$ cat src/rtl/bcd_to_bin.sv
// Sequential 4-digit packed BCD to binary converter using reverse double dabble.
// Start/ready/done handshake; invalid digits short-circuit to ERR_CODE in one cycle.
module bcd_to_bin #(
    parameter logic [15:0] ERR_CODE = 16'hEEEE
) (
    input  logic        clk,
    input  logic        reset,
    input  logic [15:0] bcd_in,
    input  logic        start,
    output logic [15:0] bin_out,
    output logic        ready,
    output logic        done,
    output logic        error
);

    localparam int unsigned BCD_W  = 16;
    localparam int unsigned SCR_W  = 32;
    localparam int unsigned CNT_W  = 5;
    localparam int unsigned N_ITER = 16;

    typedef enum logic [1:0] {
        S_IDLE,
        S_SHIFT,
        S_FINISH
    } state_t;

    state_t             state_q, state_d;
    logic [SCR_W-1:0]   scratch_q, scratch_d;
    logic [CNT_W-1:0]   count_q, count_d;
    logic [BCD_W-1:0]   bin_q, bin_d;
    logic               ready_q, ready_d;
    logic               done_q, done_d;
    logic               error_q, error_d;
    logic               bcd_valid_c;

    // One reverse-dabble step: shift right, then pull each BCD column >= 8 down by 3.
    function automatic logic [SCR_W-1:0] shift_correct(input logic [SCR_W-1:0] s);
        logic [SCR_W-1:0] r;
        r = s >> 1;
        for (int i = 4; i < 8; i++) begin
            if (r[i*4 +: 4] >= 4'd8) begin
                r[i*4 +: 4] = r[i*4 +: 4] - 4'd3;
            end
        end
        return r;
    endfunction

    always_comb begin
        bcd_valid_c = 1'b1;
        for (int i = 0; i < 4; i++) begin
            if (bcd_in[i*4 +: 4] > 4'd9) begin
                bcd_valid_c = 1'b0;
            end
        end
    end

    always_ff @(posedge clk) begin
        if (reset) begin
            state_q   <= S_IDLE;
            scratch_q <= '0;
            count_q   <= '0;
            bin_q     <= '0;
            ready_q   <= 1'b1;
            done_q    <= 1'b0;
            error_q   <= 1'b0;
        end else begin
            state_q   <= state_d;
            scratch_q <= scratch_d;
            count_q   <= count_d;
            bin_q     <= bin_d;
            ready_q   <= ready_d;
            done_q    <= done_d;
            error_q   <= error_d;
        end
    end

    always_comb begin
        state_d   = state_q;
        scratch_d = scratch_q;
        count_d   = count_q;
        bin_d     = bin_q;
        ready_d   = ready_q;
        done_d    = 1'b0;
        error_d   = error_q;

        unique case (state_q)
            S_IDLE: begin
                ready_d = 1'b1;
                if (start && ready_q) begin
                    if (!bcd_valid_c) begin
                        bin_d   = ERR_CODE;
                        error_d = 1'b1;
                        done_d  = 1'b1;
                    end else begin
                        scratch_d = {bcd_in, BCD_W'(0)};
                        count_d   = '0;
                        ready_d   = 1'b0;
                        state_d   = S_SHIFT;
                    end
                end
            end
            S_SHIFT: begin
                // Out-of-range count can only come from corruption; bail back to idle.
                if (count_q >= CNT_W'(N_ITER)) begin
                    state_d = S_IDLE;
                    ready_d = 1'b1;
                end else begin
                    scratch_d = shift_correct(scratch_q);
                    count_d   = count_q + CNT_W'(1);
                    if (count_q == CNT_W'(N_ITER - 1)) begin
                        state_d = S_FINISH;
                    end
                end
            end
            S_FINISH: begin
                bin_d   = scratch_q[BCD_W-1:0];
                error_d = 1'b0;
                done_d  = 1'b1;
                ready_d = 1'b1;
                state_d = S_IDLE;
            end
            default: begin
                state_d = S_IDLE;
                ready_d = 1'b1;
            end
        endcase
    end

    assign bin_out = bin_q;
    assign ready   = ready_q;
    assign done    = done_q;
    assign error   = error_q;

endmodule

$ cat config.mk
export PLATFORM = sky130hd
export DESIGN_NAME = bcd_to_bin
export DESIGN_NICKNAME = d
export VERILOG_FILES = /design/src/rtl/bcd_to_bin.sv
export SDC_FILE = /design/constraint.sdc
export NUM_CORES = 1
export LEC_CHECK = 0
export BUFFER_PORTS_ARGS = -buffer_cell sky130_fd_sc_hd__clkbuf_2
export CAP_MARGIN = 0
export CORE_MARGIN = 2
export CORE_UTILIZATION = 45
export CTS_CLUSTER_DIAMETER = 40
export DETAILED_ROUTE_END_ITERATION = 16
export GPL_ROUTABILITY_DRIVEN = 1
export PLACE_DENSITY = 0.65
export SLEW_MARGIN = 15
export SYNTH_ARGS = -nofsm -noshare
export SYNTH_HDL_FRONTEND = slang
export SYNTH_SLANG_ARGS = --single-unit
$ cat constraint.sdc
create_clock -name clk -period 2.2 [get_ports clk]
set_input_delay 0.22 -clock clk [delete_from_list [all_inputs] [get_ports clk]]
set_output_delay 0.22 -clock clk [all_outputs]
set_load 0.02 [all_outputs]
==> metrics.md <==
| Metric | Value |
|---|---|
| Final worst hold slack | `139.4 ps` |
| Leak pwr | `1.289 nW` |
| Layout fillers | `542` |
| # DRC | `0` |
| First element of the critical path | `state_q[0]$_SDFFE_PP0P_` |
| Clk_lat worst skew | `350 ps` |
| Adder-Cell Fraction of Synth Area | `0.04249` |
| Antenna diodes | `0` |
| HP Class | `input pin to flop` |
| Dpl hpwl | `3766 um` |
| Fmax | `538.2 MHz` |
| Cell taking the most area after synthesis | `dfxtp_1` |
| Setup Skew | `10.66 ps` |
| Final Core Density | `0.5540` |
| Crit share post-route | `0.8445` |
| Synth top area cells | `dfxtp_1 (44%), o221a_2 (5.1%), a22o_1 (5.0%)` |
| CTS Buffer Depth | `2` |
| Switching part of the total | `0.2547` |
| Initial antenna violation count | `0` |
| I/O Pins | `38` |
| Critical path launch point type | `flop` |
| Post-layout net count | `328` |
| Post-Syn Nets | `293` |
| Gr ovfl total | `0` |
| CTS tree | `yes` |
| Reg clk slew, reported paths | `70 ps` |
| Synth warn | `0` |
| Post-route ant nets | `0` |
| Pwr/cell area | `860.1 nW/um2` |
| Vias in the first global route | `1960` |
| Xor/xnor share of the synthesized area | `0.02644` |
| Total core area | `5608 um2` |
| Largest net degree at the start of global routing | `31` |
| Final min period | `1858 ps` |
| Post-cts hold buffer count | `0` |
| Yosys cell types | `42` |
| Drt pass-1 iters | `4` |
| WL per Instance | `14.93 um` |
| CTS sink cnt | `58` |
| Internal reg-to-reg setup slack | `340 ps` |
| Post-route setup TNS | `0 ps` |
| Area growth, synth to finish | `17.23%` |
| Register Area | `1161 um2` |
| Commonest cells after routing, fill and taps aside | `dfxtp_1 (58), clkbuf_2 (37), nand2_1 (24)` |
| Final WS setup | `342.1 ps` |
| Sw power | `680.7 uW` |
| Final Wtd Congestion | `0.8256` |
| Num rows | `27` |
| Final wirelength | `5628 um` |
| Gate power share | `0.111` |
| Hold Path Origin | `bcd_in[15]` |
| Postcts setup bufs | `0` |
| Measured slew at the worst slew-check pin | `602.2 ps` |
| Initial Util | `0.4726` |
| Die X | `80.74 um` |
| RSZ-0062 raised after global routing | `no` |
| CTS resizes | `0` |
| Power Total | `2.672 mW` |
| Worst setup EP type | `flop` |
| Mapped Avg Cell Area | `10.00 um2` |
| Slew margin rel. | `0.5985` |
| Average vias per placed instance | `5.480` |
| Port-buffer cells | `37` |
| Mapped Area | `2650 um2` |
| Synth Area in Simple Gates | `0.1431` |
| Flop pwr share | `0.427` |
| Worst-path fanout max | `14` |
| Inserted Clock Buffers | `9` |
| Layout cells sized above 1 | `0.2754` |
| CTS root buf | `clkbuf_8` |
| First-pass GRT wire length | `9473 um` |
| Final hold vios | `0` |
| CP Class | `flop to flop` |
| Tot GR Track Use | `0.1916` |
| Yosys top cell area share | `0.4381` |
| Req. time, crit path | `2430 ps` |
| Worst VDD drop | `485.1 uV` |
| Internal power | `1.991 mW` |
| Mux contribution to synthesized area | `0.05099` |
| Arr. time, crit path | `2090 ps` |
| Most common cell after layout, fill and taps aside | `dfxtp_1` |
| Compound-Gate Fraction of Synth Area | `0.2389` |
| Clk pwr share | `0.462` |
| Die area | `6519 um2` |
| H-tree levels | `3` |
| Maxcap violations | `0` |
| Finish-stage setup viols | `0` |
| Vias | `2066` |
| Status | `complete, no violations` |
| Seq/Total Area, Yosys | `0.4381` |
| Yosys reg bits | `58` |
| Main combinational cell family by area after synthesis | `compound AO/OA/AOI/OAI gates` |
| Mapped Cells | `265` |
| Starting DRT DRC Count | `87` |
| Place WS | `346.0 ps` |
| Final Max Tran Viols | `0` |
| Reg-to-reg startpoint | `state_q[0]$_SDFFE_PP0P_` |
| Die Y | `80.74 um` |
| Area occupied by multi-input gates | `1330 um2` |
## cell usage after synthesis
| library cell | n |
|---|---|
| and3_1 | 2 |
| nand2_1 | 24 |
| o221ai_1 | 1 |
| or3_4 | 1 |
| mux2_2 | 4 |
| o21ai_0 | 8 |
| a31o_2 | 1 |
| mux2i_1 | 9 |
| nor4b_1 | 1 |
| buf_6 | 5 |
| a21oi_4 | 1 |
| a21oi_2 | 1 |
| and4_1 | 1 |
| and2_1 | 1 |
| or3_1 | 3 |
| a211o_1 | 4 |
| clkbuf_1 | 5 |
| buf_2 | 7 |
| inv_1 | 11 |
| nor3_1 | 2 |
| o221a_2 | 12 |
| nand3_1 | 5 |
| xnor2_1 | 6 |
| nand2b_1 | 2 |
| buf_4 | 1 |
| a41o_1 | 1 |
| a21boi_4 | 1 |
| nor2_1 | 14 |
| a21oi_1 | 11 |
| a22o_1 | 15 |
| nor2_2 | 1 |
| nor2b_1 | 7 |
| or2b_2 | 1 |
| nor3_4 | 2 |
| o211ai_1 | 9 |
| xor2_1 | 2 |
| a211oi_1 | 9 |
| nand4_1 | 2 |
| dfxtp_1 | 58 |
| a22oi_1 | 4 |
| ha_1 | 9 |
| nor3b_4 | 1 |
## flip-flops by register name (all words and copies together), names as in the netlist
register   cells
error          1
ready          1
done           1
bin_out       16
state_q        2
count_q        5
scratch_q     32
## per-layer routing
layer  up-vias  track usage  part of all wire
met5         -            0                 0
li1       1036            -                 -
met4         0      0.08644             0.019
met1       984       0.2524              0.48
met2        36       0.3008              0.46
met3        10      0.04333             0.038
## path summary, 6_finish.rpt
path                                end  cells after the start
min          scratch_q[31]$_SDFFE_PP0P_                      3
max          scratch_q[29]$_SDFFE_PP0P_                      3
max reg2reg  scratch_q[29]$_SDFFE_PP0P_                      3
min reg2reg  scratch_q[16]$_SDFFE_PP0P_                      2
## metrics by stage
| stage | instance area [um2] | std cells |
|---|---|---|
| 5_1_grt | 3107 | 377 |
| 3_3_place_gp | 2858 | 361 |
| 3_5_place_dp | 2858 | 361 |
| 2_1_floorplan | 2650 | 265 |
| 6_report | 3107 | 377 |
| 4_1_cts | 3107 | 377 |
## cells by family (layout without fill, tap and decap cells)
logic type	count (synthesis)	count (layout)
AO/OA/AOI/OAI	78	78
AND/OR/NAND/NOR	70	70
flip-flops	58	58
buffers and inverters	29	69
multiplexers	13	13
adder cells (fa/ha/maj)	9	9
XOR/XNOR	8	8
## worst max-delay path, cell delays in order (launching register included)
cell and delay, ps:
dfxtp_1 660, nor3_4 160, a21oi_4 530, mux2_2 400
## power by group through the flow
| stage | logic [mW] | registers (mW) | clock network, mW |
|---|---|---|---|
| final | 0.296 | 1.14 | 1.23 |
| after global routing | 0.327 | 1.15 | 1.30 |
| after CTS | 0.299 | 1.14 | 1.25 |
| after detailed placement | 0.297 | 1.16 | 0 |
| after global placement | 0.296 | 1.16 | 0 |
| after floorplan | 0.193 | 1.19 | 0 |
## area by class of cell
type / instances / area share
multi-input cells: 178 / 0.4281
flip-flops and latches: 58 / 0.3737
repair buffers: 42 / 0.07571
clock inverters: 7 / 0.04027
clock buffers: 9 / 0.03987
well taps: 72 / 0.02900
inverters: 11 / 0.01329
(Power assumes the default switching activity.)
